==> src/rtl/id_ex_pipe_stage_if.sv <==
// ID/EX stage handshake and payload bundle; the slave modport is the stage's own view.
interface id_ex_pipe_stage_if #(
  parameter int unsigned DATA_W = 32,
  parameter int unsigned OP_W   = 5,
  parameter int unsigned ADDR_W = 5
);
  logic              flush_i;
  logic              valid_i;
  logic              ready_o;
  logic [OP_W-1:0]   ALUop_i;
  logic [DATA_W-1:0] oprand1_i;
  logic [DATA_W-1:0] oprand2_i;
  logic [ADDR_W-1:0] writeAddr_i;
  logic              writeEnable_i;
  logic              valid_o;
  logic              ready_i;
  logic [OP_W-1:0]   ALUop_o;
  logic [DATA_W-1:0] oprand1_o;
  logic [DATA_W-1:0] oprand2_o;
  logic [ADDR_W-1:0] writeAddr_o;
  logic              writeEnable_o;

  modport master (
    output flush_i, valid_i, ALUop_i, oprand1_i, oprand2_i, writeAddr_i, writeEnable_i, ready_i,
    input  ready_o, valid_o, ALUop_o, oprand1_o, oprand2_o, writeAddr_o, writeEnable_o
  );

  modport slave (
    input  flush_i, valid_i, ALUop_i, oprand1_i, oprand2_i, writeAddr_i, writeEnable_i, ready_i,
    output ready_o, valid_o, ALUop_o, oprand1_o, oprand2_o, writeAddr_o, writeEnable_o
  );
endinterface

==> src/rtl/id_ex_pipe_stage.sv <==
// ID/EX pipeline register with valid/ready handshake and synchronous flush.
// Define PIPE_SKID_EN for a registered ready_o backed by a one-entry skid register.
module id_ex_pipe_stage #(
  parameter int unsigned DATA_W = 32,
  parameter int unsigned OP_W   = 5,
  parameter int unsigned ADDR_W = 5,
  parameter int unsigned NOP_OP = 0
) (
  input logic               clk,
  input logic               rst,
  id_ex_pipe_stage_if.slave bus
);
  localparam logic [OP_W-1:0] NopOp = OP_W'(NOP_OP);

  typedef struct packed {
    logic [OP_W-1:0]   op;
    logic [DATA_W-1:0] a;
    logic [DATA_W-1:0] b;
    logic [ADDR_W-1:0] wa;
    logic              we;
  } beat_t;

  localparam beat_t IdleBeat = '{op: NopOp, a: '0, b: '0, wa: '0, we: 1'b0};

  beat_t in_beat;
  beat_t out_q, out_d;
  logic  ready;
  logic  accept;
  logic  retire;

  // Writes to register zero are architecturally discarded, so drop them here.
  assign in_beat = '{op: bus.ALUop_i, a: bus.oprand1_i, b: bus.oprand2_i, wa: bus.writeAddr_i,
                     we: bus.writeEnable_i && (bus.writeAddr_i != '0)};

`ifdef PIPE_SKID_EN
  typedef enum logic [1:0] {StEmpty, StOne, StFull} state_e;

  state_e state_q, state_d;
  beat_t  skid_q, skid_d;
  logic   ready_q;

  assign ready  = ready_q;
  assign accept = bus.valid_i && ready;
  assign retire = (state_q != StEmpty) && bus.ready_i;

  always_comb begin
    state_d = state_q;
    out_d   = out_q;
    skid_d  = skid_q;
    unique case (state_q)
      StEmpty: begin
        if (accept) begin
          state_d = StOne;
          out_d   = in_beat;
        end
      end
      StOne: begin
        if (accept && !retire) begin
          state_d = StFull;
          skid_d  = in_beat;
        end else if (accept) begin
          out_d = in_beat;
        end else if (retire) begin
          state_d = StEmpty;
          out_d   = IdleBeat;
        end
      end
      StFull: begin
        if (retire) begin
          state_d = StOne;
          out_d   = skid_q;
        end
      end
      default: begin
        state_d = StEmpty;
        out_d   = IdleBeat;
      end
    endcase
    // Flush wins over everything, including a beat offered this cycle.
    if (bus.flush_i) begin
      state_d = StEmpty;
      out_d   = IdleBeat;
    end
  end

  always_ff @(posedge clk or posedge rst) begin
    if (rst) begin
      state_q <= StEmpty;
      out_q   <= IdleBeat;
      skid_q  <= '0;
      ready_q <= 1'b1;
    end else begin
      state_q <= state_d;
      out_q   <= out_d;
      skid_q  <= skid_d;
      ready_q <= (state_d != StFull);
    end
  end
`else
  typedef enum logic {StEmpty, StOne} state_e;

  state_e state_q, state_d;

  // Without a skid entry, a full stage may only accept while it also retires.
  assign ready  = (state_q == StEmpty) || bus.ready_i;
  assign accept = bus.valid_i && ready;
  assign retire = (state_q != StEmpty) && bus.ready_i;

  always_comb begin
    state_d = state_q;
    out_d   = out_q;
    if (accept) begin
      state_d = StOne;
      out_d   = in_beat;
    end else if (retire) begin
      state_d = StEmpty;
      out_d   = IdleBeat;
    end
    if (bus.flush_i) begin
      state_d = StEmpty;
      out_d   = IdleBeat;
    end
  end

  always_ff @(posedge clk or posedge rst) begin
    if (rst) begin
      state_q <= StEmpty;
      out_q   <= IdleBeat;
    end else begin
      state_q <= state_d;
      out_q   <= out_d;
    end
  end
`endif

  assign bus.ready_o       = ready;
  assign bus.valid_o       = (state_q != StEmpty);
  assign bus.ALUop_o       = out_q.op;
  assign bus.oprand1_o     = out_q.a;
  assign bus.oprand2_o     = out_q.b;
  assign bus.writeAddr_o   = out_q.wa;
  assign bus.writeEnable_o = out_q.we;
endmodule

==> src/flat_wrapper.sv <==
// flat-port wrapper written by rule: the top's interface ports become plain ports
module id_ex_pipe_stage_flat 
#(
  parameter int unsigned DATA_W = 32,
  parameter int unsigned OP_W   = 5,
  parameter int unsigned ADDR_W = 5,
  parameter int unsigned NOP_OP = 0
)
  (clk, rst, bus_flush_i, bus_valid_i, bus_ALUop_i, bus_oprand1_i, bus_oprand2_i, bus_writeAddr_i, bus_writeEnable_i, bus_ready_i, bus_ready_o, bus_valid_o, bus_ALUop_o, bus_oprand1_o, bus_oprand2_o, bus_writeAddr_o, bus_writeEnable_o);
  id_ex_pipe_stage_if #(.DATA_W(DATA_W), .OP_W(OP_W), .ADDR_W(ADDR_W)) bus_i ();
  input logic clk;
  input logic rst;
  input wire logic [$bits(bus_i.flush_i)-1:0] bus_flush_i;
  input wire logic [$bits(bus_i.valid_i)-1:0] bus_valid_i;
  input wire logic [$bits(bus_i.ALUop_i)-1:0] bus_ALUop_i;
  input wire logic [$bits(bus_i.oprand1_i)-1:0] bus_oprand1_i;
  input wire logic [$bits(bus_i.oprand2_i)-1:0] bus_oprand2_i;
  input wire logic [$bits(bus_i.writeAddr_i)-1:0] bus_writeAddr_i;
  input wire logic [$bits(bus_i.writeEnable_i)-1:0] bus_writeEnable_i;
  input wire logic [$bits(bus_i.ready_i)-1:0] bus_ready_i;
  output wire logic [$bits(bus_i.ready_o)-1:0] bus_ready_o;
  output wire logic [$bits(bus_i.valid_o)-1:0] bus_valid_o;
  output wire logic [$bits(bus_i.ALUop_o)-1:0] bus_ALUop_o;
  output wire logic [$bits(bus_i.oprand1_o)-1:0] bus_oprand1_o;
  output wire logic [$bits(bus_i.oprand2_o)-1:0] bus_oprand2_o;
  output wire logic [$bits(bus_i.writeAddr_o)-1:0] bus_writeAddr_o;
  output wire logic [$bits(bus_i.writeEnable_o)-1:0] bus_writeEnable_o;
  assign bus_i.flush_i = bus_flush_i;
  assign bus_i.valid_i = bus_valid_i;
  assign bus_i.ALUop_i = bus_ALUop_i;
  assign bus_i.oprand1_i = bus_oprand1_i;
  assign bus_i.oprand2_i = bus_oprand2_i;
  assign bus_i.writeAddr_i = bus_writeAddr_i;
  assign bus_i.writeEnable_i = bus_writeEnable_i;
  assign bus_i.ready_i = bus_ready_i;
  assign bus_ready_o = bus_i.ready_o;
  assign bus_valid_o = bus_i.valid_o;
  assign bus_ALUop_o = bus_i.ALUop_o;
  assign bus_oprand1_o = bus_i.oprand1_o;
  assign bus_oprand2_o = bus_i.oprand2_o;
  assign bus_writeAddr_o = bus_i.writeAddr_o;
  assign bus_writeEnable_o = bus_i.writeEnable_o;
  id_ex_pipe_stage #(.DATA_W(DATA_W), .OP_W(OP_W), .ADDR_W(ADDR_W), .NOP_OP(NOP_OP)) u_core (.clk(clk), .rst(rst), .bus(bus_i));
endmodule
==> config.mk <==
export PLATFORM = sky130hd
export DESIGN_NAME = id_ex_pipe_stage_flat
export DESIGN_NICKNAME = d
export VERILOG_FILES = /design/src/rtl/id_ex_pipe_stage_if.sv /design/src/rtl/id_ex_pipe_stage.sv /design/src/flat_wrapper.sv
export SDC_FILE = /design/constraint.sdc
export NUM_CORES = 1
export LEC_CHECK = 0
export ABC_AREA = 1
export ABC_CLOCK_PERIOD_IN_PS = 3150
export CORE_UTILIZATION = 30
export CTS_CLUSTER_SIZE = 24
export DETAILED_ROUTE_END_ITERATION = 10
export SETUP_SLACK_MARGIN = 0.4
export SLEW_MARGIN = 30
export SYNTH_ARGS = -nofsm -noshare
export SYNTH_HDL_FRONTEND = slang
export SYNTH_SLANG_ARGS = --single-unit
export TNS_END_PERCENT = 1
==> constraint.sdc <==
create_clock -name clk -period 3.15 [get_ports clk]
set_input_delay 0.63 -clock clk [delete_from_list [all_inputs] [get_ports clk]]
set_output_delay 0.63 -clock clk [all_outputs]
set_load 0.05 [all_outputs]
==> flow_metrics.env <==
export IMPL_p_leak_nw=2.398
export IMPL_finalHoldViolCount=0
export IMPL_timing_max_slew_rel_slack_pct=45.71
export IMPL_ctsResizeCount=0
export IMPL_die_height_um=102.9
export IMPL_worst_hold_slack_ns=0.4986
export IMPL_netlist_top_cell_by_area="sky130_fd_sc_hd__dfrtp_1"
export IMPL_detailroute_via_count=2743
export IMPL_most_common_layout_cells="155 x sky130_fd_sc_hd__clkdlybuf4s50_1, 151 x sky130_fd_sc_hd__nand2_1, 77 x sky130_fd_sc_hd__nand3_1"
export IMPL_internal_power_summed_over_all_cells_mw=1.718
export IMPL_min_path_type="register to register"
export IMPL_run_status="completed"
export IMPL_setup_worst_path_class="input pin to primary output"
export IMPL_fraction_of_synthesized_cell_area_taken_by_the_top_area_cell_type_pct=62.30
export IMPL_cts_buffers_inserted=9
export IMPL_number_of_buffer_cells_added_on_primary_ports=156
export IMPL_ys_seq_elements=76
export IMPL_ir_worst_vdd_mv=0.1791
export IMPL_finalCritPeriodShare_pct=74.52
export IMPL_num_antenna_cells=0
export IMPL_totalWireLength_mm=8.180
export IMPL_cts_tree="yes"
export IMPL_finalClockSkew_ns=0.008052
export IMPL_post_synth_main_area_contributors="sky130_fd_sc_hd__dfrtp_1 62%, sky130_fd_sc_hd__nand2_1 19%, sky130_fd_sc_hd__nand3_1 13%, sky130_fd_sc_hd__buf_4 3.0%, sky130_fd_sc_hd__buf_2 0.82%"
export IMPL_worst_path_max_fanout=3
export IMPL_grt_pass1_vias=2758
export IMPL_post_cts_buffers=0
export IMPL_grt_pass1_wl_mm=12.90
export IMPL_power_mw=2.451
export IMPL_finalMaxSlewViolations=0
export IMPL_power_share_combinational_pct=23.2
export IMPL_core_area_um2=9819
export IMPL_drt_wirelength_per_cell_um=13.11
export IMPL_power_frac_seq_pct=43.3
export IMPL_synth_cell_area_um2=3053
export IMPL_clock_root_buffer="sky130_fd_sc_hd__clkbuf_8"
export IMPL_worstPathRequired_ns=2.52
export IMPL_clk_pin_slew_worst_paths_ns=0.07
export IMPL_number_of_search_and_repair_iterations_in_the_first_detailed_routing_pass=4
export IMPL_p_sw_share_pct=29.90
export IMPL_worstPathArrival_ns=1.72
export IMPL_power_share_clock_pct=33.5
export IMPL_synth_yosys_seq_area_share_pct=62.30
export IMPL_clkSinkCount=76
export IMPL_max_freq_ghz=0.4260
export IMPL_initial_antenna_violation_count=0
export IMPL_grt_start_max_net_pins=77
export IMPL_cts_root_to_sink_buffers=2
export IMPL_area_delta_synth_final_pct=61.84
export IMPL_synth_nets=419
export IMPL_insertion_delay_ns=0.33
export IMPL_top_level_ports=157
export IMPL_fp_dieArea_um2=10580
export IMPL_power_net_switching_uw=732.7
export IMPL_maxCapViolCount=0
export IMPL_crit_path_start_kind="input pin"
export IMPL_critPathCaptureType="primary output"
export IMPL_mostFrequentLayoutCell="sky130_fd_sc_hd__clkdlybuf4s50_1"
export IMPL_htree_levels=3
export IMPL_horizontal_extent_of_the_die_um=102.9
export IMPL_setup_violations=0
export IMPL_std_cell_rows=36
export IMPL_global_route_overflow_total=0
export IMPL_setup_tns_final_ns=0
export IMPL_period_needed_ns=2.347
export IMPL_rsz_0062_raised_after_global_routing="no"
export IMPL_vias_per_cell=4.396
export IMPL_yosys_warnings=0
export IMPL_power_density_cell_area_nw_per_um2=496.0
export IMPL_gp_congestion=0.7953
export IMPL_cts_hold_repair_buffers=0
export IMPL_drt_first_iter_violations=90
export IMPL_dp_hpwl_mm=5.185
export IMPL_starting_density_of_the_core_pct=31.09
export IMPL_groute_usage_overall_pct=15.80
export IMPL_number_of_remaining_drc_errors=0
export IMPL_worst_slew_pin_transition_ns=0.8143
export IMPL_fin_nets=566
export IMPL_synth_distinct_cells=14
export IMPL_post_route_cells_drive_above_1_share_pct=4.684
export IMPL_postSynthAreaPerCell_um2=9.006
export IMPL_detail_route_antenna_nets=0
export IMPL_synth_cells=339
==> path summary, 6_finish.rpt <==
check | startpoint | endpoint | slack (ns) | cells past startpoint
min in group asynchronous | rst | u_core.bus.writeAddr_o[1]$_DFFE_PP0P_ | 0.69 | 3
worst min-delay path | u_core.bus.oprand2_o[16]$_DFFE_PP0P_ | u_core.bus.oprand2_o[16]$_DFFE_PP0P_ | 0.50 | 2
worst max register to register | u_core.bus.valid_o$_DFFE_PP0P_ | u_core.bus.oprand2_o[24]$_DFFE_PP0P_ | 1.84 | 5
worst min register to register | u_core.bus.oprand2_o[16]$_DFFE_PP0P_ | u_core.bus.oprand2_o[16]$_DFFE_PP0P_ | 0.50 | 2
worst max-delay path | bus_ready_i | bus_ready_o | 0.80 | 4
max in group asynchronous | rst | u_core.bus.oprand2_o[24]$_DFFE_PP0P_ | 2.13 | 3
==> power groups by stage <==
stage | Combinational [mW] | Clock (mW) | Sequential, mW
2_1_floorplan | 0.128 | 0 | 1.28
3_5_place_dp | 0.576 | 0 | 1.08
3_3_place_gp | 0.575 | 0 | 1.08
5_1_grt | 0.605 | 0.897 | 1.07
4_1_cts | 0.577 | 0.852 | 1.06
6_report | 0.569 | 0.821 | 1.06
==> cell type report <==
cell class	instances	area, um2
tap	133	166.4
sequential	76	1902
clock inverter	5	83.83
clock buffer	11	141.4
fill	1001	4878
inverter	5	20.02
timing repair buffer	160	1632
multi-input combinational	234	996.0
==> synth_stat cells <==
library cell,count
sky130_fd_sc_hd__buf_1,2
sky130_fd_sc_hd__buf_2,5
sky130_fd_sc_hd__buf_4,12
sky130_fd_sc_hd__buf_6,1
sky130_fd_sc_hd__clkbuf_1,4
sky130_fd_sc_hd__dfrtp_1,76
sky130_fd_sc_hd__inv_1,4
sky130_fd_sc_hd__inv_2,1
sky130_fd_sc_hd__nand2_1,151
sky130_fd_sc_hd__nand3_1,77
sky130_fd_sc_hd__nor2_1,3
sky130_fd_sc_hd__nor2_2,1
sky130_fd_sc_hd__o21ai_0,1
sky130_fd_sc_hd__o21ai_2,1
==> flip-flops by register name, indices dropped and copies added (netlist names) <==
name and count:
u_core.bus.oprand1_o 32, u_core.bus.writeEnable_o 1, u_core.bus.ALUop_o 5, u_core.bus.oprand2_o 32, u_core.bus.writeAddr_o 5, u_core.bus.valid_o 1
==> per-stage QoR <==
stage               setup slack [ns]  util (%)  std cells  instance area, um2
floorplan                     0.5817         -        339                3053
global placement              0.4330     48.00        608                4713
detailed placement            0.4183     48.00        608                4713
CTS                           0.4119     50.29        624                4938
global route                  0.7467     50.32        624                4941
finish                        0.8026     50.32        624                4941
==> worst max-delay path, stage by stage <==
cell	delay, ns
sky130_fd_sc_hd__clkdlybuf4s50_1	0.48
sky130_fd_sc_hd__inv_1	0.04
sky130_fd_sc_hd__nand2_1	0.12
sky130_fd_sc_hd__dlymetal6s2s_1	0.44
==> cells by family after synthesis <==
| kind of cell | share of synthesized area (%) |
|---|---|
| AOI/OAI and AO/OA | 0.4507 |
| DFF | 62.29 |
| and+or+nand+nor | 31.76 |
| buffers and inverters | 5.491 |
==> per-layer routing <==
| layer | share of wire, % | GRT usage [%] |
|---|---|---|
| met5 | 0 | 0 |
| met4 | 1.6 | 6.501 |
| met3 | 7.1 | 3.797 |
| met2 | 47 | 27.38 |
| met1 | 44 | 18.84 |
Power figures use the tool's default switching activity.
